$ cat src/rtl/digit_serial_adder_if.sv
// Operand/result bundle between an issuing controller and the digit-serial adder.
// The master drives start and operands; the slave returns status and the result.
interface digit_serial_adder_if #(
    parameter int unsigned WIDTH = 16
);
    logic             start;
    logic [WIDTH-1:0] a;
    logic [WIDTH-1:0] b;
    logic             cin;
    logic             busy;
    logic             done;
    logic [WIDTH-1:0] s;
    logic             cout;
    logic             ovf;

    modport master (
        output start, a, b, cin,
        input  busy, done, s, cout, ovf
    );

    modport slave (
        input  start, a, b, cin,
        output busy, done, s, cout, ovf
    );
endinterface

$ cat src/rtl/digit_serial_adder.sv
// Multi-cycle adder: sums two WIDTH-bit operands plus carry-in DIGIT bits per clock,
// with start/busy/done handshake and a signed-overflow flag.
module digit_serial_adder #(
    parameter int unsigned WIDTH = 16,
    parameter int unsigned DIGIT = 4
) (
    input logic                i_clk,
    input logic                i_rst,
    digit_serial_adder_if.slave bus
);
    localparam int unsigned NDIG  = (DIGIT > 0) ? WIDTH / DIGIT : 1;
    localparam int unsigned CNT_W = (NDIG > 1) ? $clog2(NDIG) : 1;

    generate
        if ((DIGIT < 1) || ((WIDTH % ((DIGIT > 0) ? DIGIT : 1)) != 0)) begin : g_bad_params
            $fatal(1, "digit_serial_adder: WIDTH must be a nonzero multiple of DIGIT");
        end
    endgenerate

    typedef enum logic [1:0] {StIdle, StRun, StDone} state_e;

    state_e           r_state;
    state_e           w_state_next;
    logic [WIDTH-1:0] r_a;
    logic [WIDTH-1:0] r_b;
    logic [WIDTH-1:0] r_acc;
    logic [WIDTH-1:0] r_s;
    logic             r_carry;
    logic             r_cout;
    logic             r_ovf;
    logic [CNT_W-1:0] r_cnt;

    logic             w_accept;
    logic             w_last;
    logic [DIGIT:0]   w_dsum;
    logic             w_msb_cin;
    logic [WIDTH-1:0] w_acc_next;

    assign w_dsum = {1'b0, r_a[DIGIT-1:0]} + {1'b0, r_b[DIGIT-1:0]}
                  + {{DIGIT{1'b0}}, r_carry};
    // Carry into the digit MSB recovered from its sum bit; only meaningful on the final digit.
    assign w_msb_cin  = r_a[DIGIT-1] ^ r_b[DIGIT-1] ^ w_dsum[DIGIT-1];
    assign w_acc_next = (r_acc >> DIGIT) | (WIDTH'(w_dsum[DIGIT-1:0]) << (WIDTH - DIGIT));

    always_comb begin
        w_state_next = r_state;
        w_accept     = 1'b0;
        w_last       = 1'b0;
        case (r_state)
            StIdle: begin
                if (bus.start) begin
                    w_accept     = 1'b1;
                    w_state_next = StRun;
                end
            end
            StRun: begin
                if (r_cnt == CNT_W'(NDIG - 1)) begin
                    w_last       = 1'b1;
                    w_state_next = StDone;
                end
            end
            StDone: begin
                if (bus.start) begin
                    w_accept     = 1'b1;
                    w_state_next = StRun;
                end else begin
                    w_state_next = StIdle;
                end
            end
            default: w_state_next = StIdle;
        endcase
    end

    always_ff @(posedge i_clk) begin
        if (i_rst) begin
            r_state <= StIdle;
        end else begin
            r_state <= w_state_next;
        end
    end

    always_ff @(posedge i_clk) begin
        if (i_rst) begin
            r_a     <= '0;
            r_b     <= '0;
            r_acc   <= '0;
            r_carry <= 1'b0;
            r_cnt   <= '0;
            r_s     <= '0;
            r_cout  <= 1'b0;
            r_ovf   <= 1'b0;
        end else if (w_accept) begin
            r_a     <= bus.a;
            r_b     <= bus.b;
            r_carry <= bus.cin;
            r_cnt   <= '0;
        end else if (r_state == StRun) begin
            r_a     <= r_a >> DIGIT;
            r_b     <= r_b >> DIGIT;
            r_carry <= w_dsum[DIGIT];
            r_acc   <= w_acc_next;
            r_cnt   <= r_cnt + CNT_W'(1);
            // Visible result only moves on the final digit, keeping s/cout/ovf stable during RUN.
            if (w_last) begin
                r_s    <= w_acc_next;
                r_cout <= w_dsum[DIGIT];
                r_ovf  <= w_msb_cin ^ w_dsum[DIGIT];
            end
        end
    end

    assign bus.busy = (r_state == StRun);
    assign bus.done = (r_state == StDone);
    assign bus.s    = r_s;
    assign bus.cout = r_cout;
    assign bus.ovf  = r_ovf;
endmodule

$ cat src/flat_wrapper.sv
// flat-port wrapper written by rule: the top's interface ports become plain ports
module digit_serial_adder_flat 
#(
    parameter int unsigned WIDTH = 16,
    parameter int unsigned DIGIT = 4
)
  (i_clk, i_rst, bus_start, bus_a, bus_b, bus_cin, bus_busy, bus_done, bus_s, bus_cout, bus_ovf);
  digit_serial_adder_if #(.WIDTH(WIDTH)) bus_i ();
  input logic i_clk;
  input logic i_rst;
  input wire logic [$bits(bus_i.start)-1:0] bus_start;
  input wire logic [$bits(bus_i.a)-1:0] bus_a;
  input wire logic [$bits(bus_i.b)-1:0] bus_b;
  input wire logic [$bits(bus_i.cin)-1:0] bus_cin;
  output wire logic [$bits(bus_i.busy)-1:0] bus_busy;
  output wire logic [$bits(bus_i.done)-1:0] bus_done;
  output wire logic [$bits(bus_i.s)-1:0] bus_s;
  output wire logic [$bits(bus_i.cout)-1:0] bus_cout;
  output wire logic [$bits(bus_i.ovf)-1:0] bus_ovf;
  assign bus_i.start = bus_start;
  assign bus_i.a = bus_a;
  assign bus_i.b = bus_b;
  assign bus_i.cin = bus_cin;
  assign bus_busy = bus_i.busy;
  assign bus_done = bus_i.done;
  assign bus_s = bus_i.s;
  assign bus_cout = bus_i.cout;
  assign bus_ovf = bus_i.ovf;
  digit_serial_adder #(.WIDTH(WIDTH), .DIGIT(DIGIT)) u_core (.i_clk(i_clk), .i_rst(i_rst), .bus(bus_i));
endmodule
$ cat config.mk
export PLATFORM = sky130hd
export DESIGN_NAME = digit_serial_adder_flat
export DESIGN_NICKNAME = d
export VERILOG_FILES = /design/src/rtl/digit_serial_adder_if.sv /design/src/rtl/digit_serial_adder.sv /design/src/flat_wrapper.sv
export SDC_FILE = /design/constraint.sdc
export NUM_CORES = 1
export LEC_CHECK = 0
export BUFFER_PORTS_ARGS = -buffer_cell sky130_fd_sc_hd__buf_4
export CORE_MARGIN = 10
export CORE_UTILIZATION = 50
export DETAILED_ROUTE_END_ITERATION = 10
export GPL_ROUTABILITY_DRIVEN = 0
export PLACE_DENSITY = 0.72
export SETUP_SLACK_MARGIN = 0.5
export SLEW_MARGIN = 10
export SYNTH_ARGS = -nofsm -noshare
export SYNTH_HDL_FRONTEND = slang
export SYNTH_SLANG_ARGS = --single-unit
$ cat constraint.sdc
create_clock -name i_clk -period 4.8 [get_ports i_clk]
set_input_delay 0.96 -clock i_clk [delete_from_list [all_inputs] [get_ports i_clk]]
set_output_delay 0.96 -clock i_clk [all_outputs]
set_load 0.005 [all_outputs]
## After elaboration in Yosys (flattened, before gate mapping)

Cells that the tools add are included.

| storage, ports and cells | value |
|---|---|
| register bits after elaboration | 71 |
| input port bits | 36 |
| output and inout port bits | 20 |
| word-level logic and storage cells | 43 |

| cells by class | value |
|---|---|
| add/subtract/negate cells | 3 |
| equal/unequal tests | 5 |
| muxes and demuxes | 14 |
| bitwise gates (word level) | 5 |
| reduce and logical (&&, ||, !) cells | 7 |

Operator list:

| cell | count |
|---|---|
| $mux 16 | 4 |
| $or 12x16->16 | 1 |
| $mux 1 | 7 |
| $pmux 2 s3 | 1 |
| $add 4x4->5 | 1 |
| $add 5x1->5 | 1 |
| $eq 2x2->1 const B | 2 |
| $mux 2 | 2 |
| $reduce_and 2->1 | 2 |
| $reduce_or 2->1 | 2 |
| $reduce_and 3->1 | 1 |
| $xor 1x1->1 | 3 |
| $add 2x1->2 const B | 1 |
| $eq 2x1->1 const B | 1 |
| $logic_not 2->1 | 1 |
| $ne 2x1->1 const B | 1 |
| $ne 2x2->1 const B | 1 |
| $reduce_bool 2->1 | 1 |
| $not 1->1 | 1 |

## Logic depth before layout (Yosys ltp)

| logic depth | value |
|---|---|
| depth in word-level cells | 5 |
| depth in mapped cells | 7 |
| gate-level depth less buffers | 7 |

## Least setup slack after synthesis

OpenSTA, ideal clock, no wires.

| path | value |
|---|---|
| path type | input -> register |
| start point | input port bus_start |
| end point | register u_core.r_a[12] |
| setup time | 0.128 ns |
| arrival | 1.628 ns |
| required time | 4.672 ns |
| setup slack | 3.044 ns |
| stages on the path | 6 |
| buffers on the path | 2 |
| cells stage by stage | nor2b_1 -> buf_2 -> nor2_4 -> buf_4 -> a22oi_1 -> nor2_1 |

| between the ends | value |
|---|---|
| longest elaborated chain between the ends | 3 |
| elaborated cells between the ends (all ways) | 4 |
| those cells by class | 3 x mux; 1 x reduce/logical |

Ends and longest elaborated chain:

| item | RTL line | source |
|---|---|---|
| from (decl) | flat_wrapper.sv:11 | `input wire logic [$bits(bus_i.start)-1:0] bus_start;` |
| $mux 1 (*) | digit_serial_adder.sv:51, digit_serial_adder.sv:63 |  |
| $mux 1 (*) | n/a |  |
| $mux 16 / $reduce_bool 2->1 (equally long branches) | n/a |  |
| to (signal assigned) | digit_serial_adder.sv:93 | `r_a <= bus.a;` |
| to (signal assigned) | digit_serial_adder.sv:98 | `r_a <= r_a >> DIGIT;` |
| to (decl) | digit_serial_adder.sv:24 | `logic [WIDTH-1:0] r_a;` |

Every way passes the cells marked *; elsewhere a longest branch is shown, timed or not.
A chain may end at the register's enable or synchronous reset.

## Worst setup path in the final report

| path | value |
|---|---|
| start point | register u_core.r_state[0] |
| end point | output port bus_busy |

| between the ends | value |
|---|---|
| longest elaborated chain between the ends | 1 |

Ends and longest elaborated chain:

| item | RTL line | source |
|---|---|---|
| from (decl) | digit_serial_adder.sv:22 | `state_e r_state;` |
| from (signal assigned) | digit_serial_adder.sv:76 | `r_state <= StIdle;` |
| from (signal assigned) | digit_serial_adder.sv:78 | `r_state <= w_state_next;` |
| $eq 2x1->1 | digit_serial_adder.sv:112 | `assign bus.busy = (r_state == StRun);` |
| to (decl) | flat_wrapper.sv:15 | `output wire logic [$bits(bus_i.busy)-1:0] bus_busy;` |

Every way passes these cells.

==> impl_metrics.csv <==
group,metric,value,unit
sta,tightest_slew,714,ps
clock_network,cts-root-buf,"clkbuf_8",
layout,final_cells,422,
worst_hold_path,hp-class,"register to register",
grt,grt_max_degree,68,
synth,synth.yosys.warnings,0,
synth,synthAdderAreaFrac,0.0340,
route,vias,2182,
critical_path,cp-start-kind,"register",
critical_path,cp_max_fo,44,
clock_network,hold_buffers,0,
worst_hold_path,min_delay_path_depth,2,
die,die_x,92.8,um
layout,nNetsFinal,389,
synth,synth_area,2650,sq um
sta,clock.fmax,0.425,GHz
layout,layout_commonest_cell,"nand2_1",
route,firstDrtPassIters,5,
clock_network,clock_sinks,67,
synth,seq_area_frac_synth,0.507,
critical_path,worstPathArrival,1390,ps
critical_path,path_class,"register to output port",
place,dpl_worst_slack,2360,ps
job,drv_cap,0,
clock_network,numCtsBuffers,9,
sta,fin_ws,2450,ps
route,drc,0,
grt,antenna_found_initial,0,
sta,hold_viol_final,0,
grt,track_usage,0.138,
critical_path,rrSetupSlack,2860,ps
synth,synthArstFlopShare,0,
synth,synth_flop_cell,"dfxtp_1",
layout,antenna_cells,0,
worst_hold_path,hold_path_end,"u_core.bus.s[3]",
sta,drv_slew,0,
synth,synth_xor_area_frac,0.00993,
layout,multiInputGateArea,1160,sq um
critical_path,worstReg2RegEnd,"u_core.bus.ovf",
clock_network,clockBufferDepth,2,
clock_network,clkLatencyLatePin,330,ps
synth,synth_top_family_by_area,"compound AO/OA/AOI/OAI gates",
critical_path,r2r-start,"u_core.r_carry",
grt,grt_pass1_wl,9720,um
route,antenna_left,0,
die,rows,26,
place,dp_hpwl,3790,um
power_and_ir_drop,p_leak,1.25,nW
sta,setup_violations,0,
clock_network,cts_tree,"done",
die,io_pins,56,
sta,rsz0062_at_grt,"false",
synth,synthCells,302,
status,outcome,"complete, no violations",
route,post_drt_wl_per_cell,13.4,um
synth,synth-edff-count,0,
clock_network,cts.repair.resized,0,
synth,synth_compound_area_frac,0.218,
sta,fin_crit_sh,0.490,
die,initial_core_util,0.518,
sta,timing.slew.headroom,0.524,
place,io_buffers,55,
synth,synthMuxAreaShare,0.00378,
grt,globalRoute.totalOverflow,0,
layout,ff_latch_area,1340,sq um
power_and_ir_drop,ir_drop,0.000186,V
sta,skew,6.05,ps
synth,synth_fp_nets,344,
route,via_per_inst,5.17,
die,die_y,92.8,um
sta,finalCriticalPeriod,2350,ps
critical_path,rr_worst_depth,7,
grt,grt_pass1_vias,2130,
synth,synth-simple-area-share,0.174,
die,core,5110,sq um
layout,fillers,456,
die,dieArea,8600,sq um
power_and_ir_drop,pwr_density_cell,372,nW/um^2
worst_hold_path,min-delay-start,"u_core.r_acc[7]",
clock_network,post-cts-setup-buffers,0,
place,post-place-cells,406,
synth,yosysUniqueCellTypes,33,
route,routed_wl,5640,um
route,drtIter0Drc,144,
critical_path,cp.required,3840,ps
synth,postSynthAreaPerCell,8.76,sq um
layout,drive_gt1_frac,0.244,
sta,tns,0,ps
clock_network,clkTransAtPathRegs,70,ps
critical_path,worstSetupEndpointType,"output port",
layout,final_cell_mix,"nand2_1 (76), dfxtp_1 (67), buf_4 (56), a21oi_1 (42), a22oi_1 (33)",
clock_network,htree_levels,3,
synth,ys_ff_latch,67,
layout,area_delta_synth_final,22.8,%
==> sequential cells by signal, summed over array words and instances (netlist names) <==
signal	cells
u_core.bus.ovf	1
u_core.r_a	16
u_core.r_carry	1
u_core.r_acc	12
u_core.r_state	2
u_core.r_cnt	2
u_core.bus.s	16
u_core.r_b	16
u_core.bus.cout	1
==> per-stage QoR <==
step                      area, sq um   util  hold slack (ps)  power, mW
after floorplan                  2650      -              432      0.685
after global placement           3030  0.594              437      0.719
after detailed placement         3030  0.594              446      0.721
after CTS                        3250  0.636              456       1.22
after global routing             3250  0.636              468       1.26
final                            3250  0.636              454       1.21
==> cell families (layout without fill, tap and decap cells) <==
kind of cell	count (synthesis)	after routing
flip-flops	67	67
AND/OR/NAND/NOR	110	110
AO/OA/AOI/OAI	89	89
XOR/XNOR	3	3
adder cells (fa/ha/maj)	6	6
multiplexers	1	1
buffers and inverters	26	76
==> worst max-delay path, stage by stage (launching register included) <==
cell      delay (ps)
dfxtp_1          410
nand2b_4         160
inv_6            300
buf_4            180
==> final cells by class <==
class                           count  share of cell area
Clock buffer                        9              0.0381
Clock inverter                      7              0.0285
Inverter                            4             0.00616
Multi-Input combinational cell    209               0.358
Sequential cell                    67               0.413
Tap cell                           70              0.0269
Timing Repair Buffer               56               0.129
==> worst max-delay path by stage <==
stage,startpoint,endpoint,depth (start not counted)
2_1_floorplan,bus_start,u_core.r_a[12],6
3_3_place_gp,bus_start,u_core.r_carry,6
3_5_place_dp,bus_start,u_core.r_carry,6
4_1_cts,u_core.r_state[0],bus_busy,3
5_1_grt,u_core.r_state[0],bus_busy,3
6_report,u_core.r_state[0],bus_busy,3
==> synth_stat cells, types with 3 or more instances <==
master | instances | area [sq um]
nand2_1 | 76 | 285
dfxtp_1 | 67 | 1340
a21oi_1 | 42 | 210
a22oi_1 | 33 | 248
nor2_1 | 19 | 71.3
buf_2 | 11 | 55.1
a21oi_2 | 9 | 78.8
clkbuf_1 | 4 | 15.0
ha_1 | 4 | 50.1
buf_4 | 3 | 22.5
inv_1 | 3 | 11.3
nor3_1 | 3 | 15.0
==> where the power goes <==
group / leakage (nW) / internal (mW) / switching, mW
clock: 0.101 / 0.290 / 0.211
combinational: 0.601 / 0.0494 / 0.0646
sequential: 0.546 / 0.579 / 0.0142
==> per-layer routing <==
metal	track usage	wire length (um)	vias up
li1	-	-	1121
met1	0.166	2450	975
met2	0.207	2610	77
met3	0.0621	495	9
met4	0.0591	88	0
met5	0	0	-
Note: power is estimated with default switching activity, not from simulation.
